<file path="src/rtl/frame_streamer_pkg.sv">
// Shared image-pipeline definitions: frame geometry defaults, coordinate width, FSM encoding.
package frame_streamer_pkg;

    localparam int unsigned ROW_SZ_DEF = 320;
    localparam int unsigned COL_SZ_DEF = 240;
    localparam int unsigned ADDR_W_DEF = 17;
    localparam int unsigned COORD_W    = 10;
    localparam int unsigned GAP_W      = 4;
    localparam int unsigned PIX_W      = 8;

    typedef enum logic [1:0] {
        IDLE = 2'd0,
        RUN  = 2'd1,
        GAP  = 2'd2
    } state_t;

    // Raster position of a pixel travelling down the pipeline
    typedef struct packed {
        logic [COORD_W-1:0] x;
        logic [COORD_W-1:0] y;
    } pix_pos_t;

endpackage

</file>
<file path="src/rtl/frame_streamer_raster_counter.sv">
// Raster x/y/address counter; wraps x at row end and the whole frame back to (0,0).
module raster_counter
    import frame_streamer_pkg::*;
#(
    parameter int unsigned ROW_SZ = ROW_SZ_DEF,
    parameter int unsigned COL_SZ = COL_SZ_DEF,
    parameter int unsigned ADDR_W = ADDR_W_DEF
) (
    input  logic               clk,
    input  logic               reset_n,
    input  logic               step,
    input  logic               clear,
    output logic [COORD_W-1:0] x,
    output logic [COORD_W-1:0] y,
    output logic [ADDR_W-1:0]  addr,
    output logic               last
);

    localparam logic [COORD_W-1:0] X_MAX = COORD_W'(ROW_SZ - 1);
    localparam logic [COORD_W-1:0] Y_MAX = COORD_W'(COL_SZ - 1);

    logic x_end;

    assign x_end = (x == X_MAX);
    assign last  = x_end && (y == Y_MAX);

    // Advance one pixel per step; the address tracks y*ROW_SZ+x by simple increment
    always_ff @(posedge clk or negedge reset_n) begin
        if (!reset_n) begin
            x    <= '0;
            y    <= '0;
            addr <= '0;
        end else if (clear) begin
            x    <= '0;
            y    <= '0;
            addr <= '0;
        end else if (step) begin
            if (last) begin
                x    <= '0;
                y    <= '0;
                addr <= '0;
            end else if (x_end) begin
                x    <= '0;
                y    <= y + COORD_W'(1);
                addr <= addr + ADDR_W'(1);
            end else begin
                x    <= x + COORD_W'(1);
                addr <= addr + ADDR_W'(1);
            end
        end
    end

endmodule

</file>
<file path="src/rtl/frame_streamer.sv">
// Streams a frame buffer out in raster order with programmable read spacing and hold.
module frame_streamer
    import frame_streamer_pkg::*;
#(
    parameter int unsigned ROW_SZ = ROW_SZ_DEF,
    parameter int unsigned COL_SZ = COL_SZ_DEF,
    parameter int unsigned ADDR_W = ADDR_W_DEF
) (
    input  logic               clk,
    input  logic               reset_n,
    input  logic               start,
    input  logic               continuous,
    input  logic               hold,
    input  logic [GAP_W-1:0]   pix_gap,
    output logic               rd_en,
    output logic [ADDR_W-1:0]  rd_addr,
    input  logic [PIX_W-1:0]   rd_data,
    output logic [PIX_W-1:0]   out_val,
    output logic [COORD_W-1:0] out_x,
    output logic [COORD_W-1:0] out_y,
    output logic               is_out_val,
    output logic               busy,
    output logic               frame_done
);

    state_t             state;
    state_t             state_nxt;
    logic [GAP_W-1:0]   gap_cnt;
    logic               issue;
    logic               clear;
    logic               gap_tick;
    logic [COORD_W-1:0] cur_x;
    logic [COORD_W-1:0] cur_y;
    logic               cur_last;
    pix_pos_t           pos_q;

    raster_counter #(
        .ROW_SZ (ROW_SZ),
        .COL_SZ (COL_SZ),
        .ADDR_W (ADDR_W)
    ) u_raster (
        .clk     (clk),
        .reset_n (reset_n),
        .step    (issue),
        .clear   (clear),
        .x       (cur_x),
        .y       (cur_y),
        .addr    (rd_addr),
        .last    (cur_last)
    );

    // State register
    always_ff @(posedge clk or negedge reset_n) begin
        if (!reset_n) begin
            state <= IDLE;
        end else begin
            state <= state_nxt;
        end
    end

    // Next-state: a read leaves RUN for GAP unless spacing is zero or the frame ends
    always_comb begin
        state_nxt = state;
        case (state)
            IDLE: begin
                if (start) begin
                    state_nxt = RUN;
                end
            end
            RUN: begin
                if (!hold) begin
                    if (cur_last && !continuous) begin
                        state_nxt = IDLE;
                    end else if (pix_gap != '0) begin
                        state_nxt = GAP;
                    end
                end
            end
            GAP: begin
                if (!hold && (gap_cnt == GAP_W'(1))) begin
                    state_nxt = RUN;
                end
            end
            default: state_nxt = IDLE;
        endcase
    end

    // Per-state controls: read issue, counter clear, gap countdown
    always_comb begin
        issue    = 1'b0;
        clear    = 1'b0;
        gap_tick = 1'b0;
        case (state)
            IDLE:    clear    = start;
            RUN:     issue    = !hold;
            GAP:     gap_tick = !hold;
            default: ;
        endcase
    end

    assign rd_en   = issue;
    assign out_val = rd_data;
    assign out_x   = pos_q.x;
    assign out_y   = pos_q.y;

    // Idle-cycle counter between reads; frozen while hold is high
    always_ff @(posedge clk or negedge reset_n) begin
        if (!reset_n) begin
            gap_cnt <= '0;
        end else if (issue) begin
            gap_cnt <= pix_gap;
        end else if (gap_tick) begin
            gap_cnt <= gap_cnt - GAP_W'(1);
        end
    end

    // Output strobe and coordinates trail the read by one cycle to line up with rd_data
    always_ff @(posedge clk or negedge reset_n) begin
        if (!reset_n) begin
            is_out_val <= 1'b0;
            frame_done <= 1'b0;
            pos_q      <= '0;
        end else begin
            is_out_val <= issue;
            frame_done <= issue && cur_last;
            if (issue) begin
                pos_q.x <= cur_x;
                pos_q.y <= cur_y;
            end
        end
    end

    // Busy from accepted start until the final pixel of a stopping frame has been emitted
    always_ff @(posedge clk or negedge reset_n) begin
        if (!reset_n) begin
            busy <= 1'b0;
        end else if ((state == IDLE) && start) begin
            busy <= 1'b1;
        end else if ((state == IDLE) && frame_done) begin
            busy <= 1'b0;
        end
    end

endmodule

</file>
<file path="config.mk">
export PLATFORM = sky130hd
export DESIGN_NAME = frame_streamer
export DESIGN_NICKNAME = d
export VERILOG_FILES = /design/src/rtl/frame_streamer_pkg.sv /design/src/rtl/frame_streamer_raster_counter.sv /design/src/rtl/frame_streamer.sv
export SDC_FILE = /design/constraint.sdc
export NUM_CORES = 1
export LEC_CHECK = 0
export ABC_AREA = 1
export CAP_MARGIN = 20
export CORE_ASPECT_RATIO = 2
export CORE_MARGIN = 2
export CORE_UTILIZATION = 56
export CTS_CLUSTER_DIAMETER = 50
export DETAILED_ROUTE_END_ITERATION = 7
export PLACE_DENSITY = 0.87
export SLEW_MARGIN = 10
export SYNTH_ARGS = -nofsm -noshare
export SYNTH_HDL_FRONTEND = slang
export SYNTH_SLANG_ARGS = --single-unit
</file>
<file path="constraint.sdc">
create_clock -name clk -period 3.4 [get_ports clk]
set_input_delay 0.68 -clock clk [delete_from_list [all_inputs] [get_ports clk]]
set_output_delay 0.68 -clock clk [all_outputs]
set_load 0.01 [all_outputs]
</file>
After elaboration in Yosys (flattened, before gate mapping)
Index checks and enable logic that the tools add are counted. W data, S select, Z words.

Output and inout bits: 49. Register bits after elaboration: 66. Input bits: 17.

Muxes and demuxes: 24. Add/sub/neg operators: 4. Reduce and logical (&&, ||, !) cells: 16. Eq/ne operators: 9.

Operators by type and width (number): $mux W10 (8); $mux W17 (3); $add A10 B1 Y10 const B (2); $add A17 B1 Y17 const B (1); $eq A10 B8 Y1 const B (1); $eq A10 B9 Y1 const B (1); $mux W2 (5); $mux W4 (2); $logic_and A1 B1 Y1 (6); $ne A2 B2 Y1 const B (3); $pmux W2 S3 (1); $reduce_bool A2 Y1 (3); $mux W1 (5); $eq A4 B1 Y1 const B (1); $reduce_and A4 Y1 (1); $reduce_bool A4 Y1 (1); $sub A4 B1 Y4 const B (1); $ne A3 B3 Y1 const B (1); $reduce_bool A3 Y1 (1); $eq A2 B1 Y1 const B (1); $eq A2 B2 Y1 const B (1); $logic_not A1 Y1 (2); $logic_not A2 Y1 (1); $reduce_and A2 Y1 (1).

Logic depth before layout (Yosys ltp)
Gate-level depths: netlist (run 1).

Word-level depth: 6. Gate-level depth with buffers: 10.

Modules after synthesis
Synthesis (run 1) repeated with hierarchy kept, for this count alone.

Cell total of the unflattened synthesis: 501. Area total of the unflattened synthesis: 3666.0 um^2.

Modules (own cells, without submodules): raster_counter (instances 1, seq. area each 925.9 um^2, area each 2245.9 um^2, cells an instance 323); frame_streamer (instances 1, seq. area each 725.7 um^2, area each 1420.1 um^2, cells an instance 178).

Worst setup path after synthesis (run 1)
Ideal clock, no wire load.

Path type: input to output. Start: in hold. End: out rd_en. Data required time: 2.720 ns. Arrival time: 1.088 ns. Path slack: 1.632 ns. Path buffers: 1. Stages on the path: 4. Cells stage by stage: inv_1 nand2_4 inv_1 buf_4.

Word-level cells in the longest chain between the ends: 2.

Ends and longest elaborated chain: start: declaration (RTL line frame_streamer.sv:13) `input logic hold,`; $logic_not A1 Y1 (RTL line frame_streamer.sv:95) `RUN: issue = !hold;`; $mux W1 (RTL line frame_streamer.sv:93) `case (state)`; end: declaration (RTL line frame_streamer.sv:15) `output logic rd_en,`.

Every way passes these cells.

Worst setup path after layout (run 1)
Ends and elaborated chain as after synthesis.

==> results of run 1 <==
registers in the layout (all words and copies together) (netlist names):
| register | count |
|---|---|
| is_out_val | 1 |
| u_raster.x | 10 |
| u_raster.addr | 17 |
| out_x | 10 |
| state | 2 |
| gap_cnt | 4 |
| u_raster.y | 10 |
| out_y | 10 |
| frame_done | 1 |
| busy | 1 |
synth_stat cells, drive strengths merged, types with 2 or more instances:
| master | number | area, µm² |
|---|---|---|
| buf | 14 | 111 |
| xor2 | 14 | 123 |
| clkbuf | 4 | 15.0 |
| nand4 | 8 | 50.1 |
| dfrtp | 66 | 1650 |
| nand2 | 105 | 434 |
| nor3 | 9 | 50.1 |
| ha | 5 | 62.6 |
| o21ai | 51 | 255 |
| nand3 | 32 | 160 |
| a21oi | 10 | 50.1 |
| nor2 | 54 | 244 |
| inv | 54 | 203 |
| or2 | 2 | 12.5 |
| o22ai | 3 | 18.8 |
metrics by stage:
stage          area, µm²  total power [W]  instances
2_1_floorplan       3490          0.00194        438
3_3_place_gp        3950          0.00236        535
3_5_place_dp        3950          0.00240        535
4_1_cts             4260          0.00336        550
5_1_grt             4260          0.00356        550
6_report            4260          0.00333        550
where the power goes:
group | switching, W | total [W] | internal, W
Sequential | 0.000218 | 0.00125 | 0.00103
Combinational | 0.000671 | 0.00116 | 0.000489
Clock | 0.000307 | 0.000929 | 0.000621
cells by family (layout without fill, tap and decap cells):
family / count (synthesis) / in the layout / synth area share
simple gates: 213 / 213 / 0.278
buf+inv: 72 / 121 / 0.0943
compound gates: 67 / 67 / 0.0993
flops: 66 / 66 / 0.473
xor+xnor: 15 / 15 / 0.0376
fa+ha+maj: 5 / 5 / 0.0179
worst min-delay path by stage:
stage,startpoint,endpoint
3_3_place_gp,out_y[6],out_y[6]
4_1_cts,out_y[2],out_y[2]
5_1_grt,out_y[4],out_y[4]
3_5_place_dp,out_y[2],out_y[2]
2_1_floorplan,reset_n,busy
6_report,out_x[6],out_x[6]
area by class of cell:
class | count | share of cell area
tap | 63 | 0.0185
sequential | 66 | 0.388
timing repair buffer | 52 | 0.119
multi-input combinational | 300 | 0.355
clock buffer | 13 | 0.0635
inverter | 54 | 0.0476
clock inverter | 2 | 0.00823
critical path, delay by kind of cell:
| family | cells | cell delay (ns) |
|---|---|---|
| buf+inv | 4 | 1.19 |
| simple gates | 1 | 0.05 |
metal layers:
layer | share of wire | wire length (µm)
met1 | 0.37 | 3070
met2 | 0.55 | 4500
met3 | 0.037 | 306
met4 | 0.041 | 336
met5 | 0 | 0
==> results.json, run 1 <==
{
  "outcome": "completed",
  "drtAntennaViolNets": 0,
  "max-vdd-ir-drop_v": 0.000413,
  "die-area_mm2": 0.00692,
  "cts_post_setup_buffers_inserted": 0,
  "max_freq_ghz": 0.383,
  "met2_usage": 0.461,
  "synth_cell_types": 33,
  "grt_pass1_wl_um": 13700,
  "r2r-start": "state[1]",
  "final_hold_viol_count": 0,
  "multi_input_area_mm2": 0.00151,
  "syn_nets": 460,
  "p_per_area_mw_per_mm2": 783,
  "reg2reg_depth": 8,
  "grt.busiest_layer": "met2",
  "use_met1": 0.286,
  "maxCapViolations": 0,
  "regArea_mm2": 0.00165,
  "die_x_um": 59.8,
  "cp-end-kind": "primary output",
  "grt-ovfl-total": 0,
  "crit_path_end": "rd_en",
  "worstSkewPairLatency_ns": 0.33,
  "track_usage": 0.265,
  "arrival_ns": 1.93,
  "row_count": 40,
  "netlist_instances": 438,
  "drc_errors": 0,
  "dp_hpwl_um": 5960,
  "fin_crit_ns": 2.61,
  "path_cells": "clkdlybuf4s50_1 > inv_1 > nand2_4 > inv_1 > clkdlybuf4s50_1",
  "cpPeakStageDelay_ns": 0.54,
  "cts_hold_buffers": 0,
  "via_per_inst": 5.61,
  "finish.utilization": 0.709,
  "crit_start": "hold",
  "critPathLaunchType": "input port",
  "finalSetupTns_ns": 0,
  "cts_tree": "built",
  "rsz0062_at_grt": "no",
  "whs_ns": 0.483,
  "min_path_type": "reg2reg",
  "critPathKind": "in2out",
  "clk_pin_slew_worst_paths_ns": 0.05,
  "ys_ff_latch": 66,
  "place_ws_ns": 0.733,
  "start_util": 0.581,
  "root_buffer": "clkbuf_16",
  "ys_seq_area_frac": 0.473,
  "setup_violations": 0,
  "place_congestion": 0.882,
  "diodes": 0,
  "slew_violations": 0,
  "dr.pass1.iters": 4,
  "vias": 3083,
  "relSlewSlack": 0.470,
  "clockBufferDepth": 2,
  "ys.flop_type": "dfrtp_1",
  "cts.htree.levels": 3,
  "drt_iter0_markers": 260,
  "p_leak_nw": 1.97,
  "numPortBuffers": 49,
  "routed_wl_um": 8210,
  "die_h_um": 116,
  "worstPathRequired_ns": 2.72,
  "clock_skew_ns": 0.00359,
  "synth-async-reset-ratio": 1.00,
  "synth_warnings": 0,
  "layout_commonest_cell": "nand2_1",
  "worst_pin_slew_ns": 0.795,
  "coreArea_mm2": 0.00601,
  "antenna_found_initial": 0,
  "io_pins": 66,
  "grt_max_degree": 67,
  "r2r_slack_ns": 1.36,
  "nets": 505,
  "final_cell_mix": "93 x nand2_1, 66 x dfrtp_1, 49 x inv_1, 48 x clkdlybuf4s50_1, 47 x nor2_1",
  "met3_usage": 0.0592,
  "drive_above_1_share": 0.0903,
  "synth_edf_count": 0,
  "r2r-end": "u_raster.y[4]",
  "whs_path_depth": 2,
  "syn_avg_cell_area_um2": 7.97,
  "nFillCells": 458,
  "syn-cell-area_mm2": 0.00349,
  "layout_setup_ws_ns": 0.791,
  "worst-path-max-fanout": 3,
  "ctsResizeCount": 0,
  "routedWlPerCell_um": 14.9,
  "clkSinkCount": 66,
  "min_period_over_period": 0.767,
  "grt_pass1_vias": 3109,
  "area_growth_pct": 21.9,
  "cts-buffers-inserted": 9,
  "cp_slowest_cell": "clkdlybuf4s50_1"
}
(Power assumes the default switching activity.)
==> run 2, diff against run 1 <==
Settings changed: CORE_UTILIZATION 56 to 47, PLACE_DENSITY 0.87 to 0.78.
Clock period 3.4 ns to 2.1 ns, I/O delays scaled along.
==> run 2 against run 1 <==
Effect of this change:
- register-to-register slack worse by 0.97 ns
- via count is 0.39% lower
- design area is 3.0% higher
- total power is 66% higher
- sequential cell count stayed put
- die area is 18% higher
- hold slack worse by 0.017 ns
- clock-buffer cell count is 4 lower
- clock skew is 0.0025 ns higher
- sequential share of layout area is 1.1 points lower
- largest power group unchanged
==> results.json, run 2 (synthesized netlist as in run 1, its figures left out) <==
{
  "outcome": "completed",
  "routed_wl_um": 8390,
  "final_cell_mix": "93 x nand2_1, 65 x dfrtp_1, 49 x inv_1, 47 x nor2_1, 47 x clkdlybuf4s50_1",
  "worstSetupPathDepth": 1,
  "root_buffer": "clkbuf_16",
  "cp-end-kind": "primary output",
  "via_per_inst": 5.22,
  "grt-ovfl-total": 0,
  "area_growth_pct": 25.6,
  "dp_hpwl_um": 6130,
  "r2r-end": "u_raster.x[5]",
  "nets": 513,
  "clk_pin_slew_worst_paths_ns": 0.05,
  "worstPathRequired_ns": 1.68,
  "arrival_ns": 1.38,
  "cts_tree": "built",
  "layout_commonest_cell": "nand2_1",
  "relSlewSlack": 0.709,
  "met2_usage": 0.391,
  "grt_pass1_vias": 3050,
  "rsz0062_at_grt": "no",
  "grt_pass1_wl_um": 13700,
  "min_path_type": "in2async",
  "worst_pin_slew_ns": 0.432,
  "io_pins": 66,
  "routedWlPerCell_um": 14.3,
  "coreArea_mm2": 0.00721,
  "worst-path-max-fanout": 7,
  "drt_iter0_markers": 170,
  "die_h_um": 126,
  "worstSkewPairLatency_ns": 0.33,
  "cp_slowest_cell": "clkdlybuf4s50_1",
  "start_util": 0.484,
  "cts.htree.levels": 3,
  "multi_input_area_mm2": 0.00151,
  "critPathBufInv": 1,
  "regArea_mm2": 0.00165,
  "r2r-start": "state[0]",
  "max_freq_ghz": 0.555,
  "reg2reg_depth": 8,
  "finalSetupTns_ns": 0,
  "met3_usage": 0.0339,
  "clock_skew_ns": 0.00612,
  "largest_reg_flops": 17,
  "setup_violations": 0,
  "use_met1": 0.233,
  "antenna_found_initial": 0,
  "path_cells": "clkdlybuf4s50_1",
  "r2r_slack_ns": 0.39,
  "dr.pass1.iters": 4,
  "row_count": 44,
  "place_congestion": 0.926,
  "maxCapViolations": 0,
  "diodes": 0,
  "critical_path.top_delay_family": "buffers and inverters",
  "cts-buffers-inserted": 9,
  "drc_errors": 0,
  "nFillCells": 616,
  "final_hold_viol_count": 0,
  "clkSinkCount": 66,
  "vias": 3071,
  "drive_above_1_share": 0.109,
  "cpPeakStageDelay_ns": 0.59,
  "track_usage": 0.217,
  "crit_start": "u_raster.addr[3]",
  "slew_violations": 0,
  "fin_total_pwr_w": 0.00552,
  "grt_max_degree": 61,
  "p_leak_nw": 2.03,
  "critPathKind": "reg2out",
  "top_register": "u_raster.addr",
  "crit_path_end": "rd_addr[3]",
  "numPortBuffers": 49,
  "p_per_area_mw_per_mm2": 1260,
  "clockBufferDepth": 2,
  "critPathLaunchType": "register",
  "max-vdd-ir-drop_v": 0.000637,
  "grt.busiest_layer": "met2",
  "min_period_over_period": 0.858,
  "drtAntennaViolNets": 0,
  "die_x_um": 64.9,
  "fin_crit_ns": 1.80,
  "die-area_mm2": 0.00817
}
[run 2: how the worst min path moves through the flow]
| stage | slack (ns) | endpoint | cells past startpoint |
|---|---|---|---|
| after floorplan | 0.12 | busy | 0 |
| after global placement | 0.27 | out_y[1] | 1 |
| after detailed placement | 0.28 | out_y[1] | 1 |
| after CTS | 0.46 | out_y[0] | 2 |
| after global routing | 0.49 | out_y[5] | 2 |
| final | 0.47 | out_y[8] | 2 |
[run 2: cell type report]
type	count	share of cell area
inverter	54	0.0462
timing repair buffer	60	0.134
clock inverter	7	0.0214
tap	92	0.0262
multi-input combinational	300	0.344
clock buffer	9	0.0514
sequential	66	0.377
[run 2: layer usage]
layer | vias to the layer above | part of all wire
li1 | 1498 | -
met1 | 1468 | 0.40
met2 | 89 | 0.54
met3 | 16 | 0.039
met4 | 0 | 0.027
met5 | - | 0
[run 2: repair_timing]
item | 4_1_cts | 5_1_grt
pin swaps | 0 | 1
buffers inserted | 0 | 1
gates cloned | 0 | 0
hold buffers | 1 | 0
gates resized for setup | 1 | 1
endpoints found under the setup margin | 1 | 1
endpoints found under the hold margin | 6 | 0
[run 2: power by group]
group,total [W],leakage (nW),switching [W],internal [W]
clock,0.00159,0.151,0.000553,0.00103
sequential,0.00199,0.861,0.000330,0.00166
combinational,0.00194,1.02,0.00111,0.000836
total,0.00552,2.03,0.00199,0.00354
[run 2: through the flow]
step / std cells / setup WS, ns / area, µm² / utilization / hold WS (ns)
after floorplan: 438 / 0.665 / 3490 / - / 0.124
after global placement: 570 / 0.0445 / 4050 / 0.561 / 0.273
after detailed placement: 570 / 0.0465 / 4050 / 0.561 / 0.282
after CTS: 587 / 0.00145 / 4380 / 0.607 / 0.463
after global routing: 588 / 0.189 / 4390 / 0.608 / 0.492
final: 588 / 0.298 / 4390 / 0.608 / 0.466
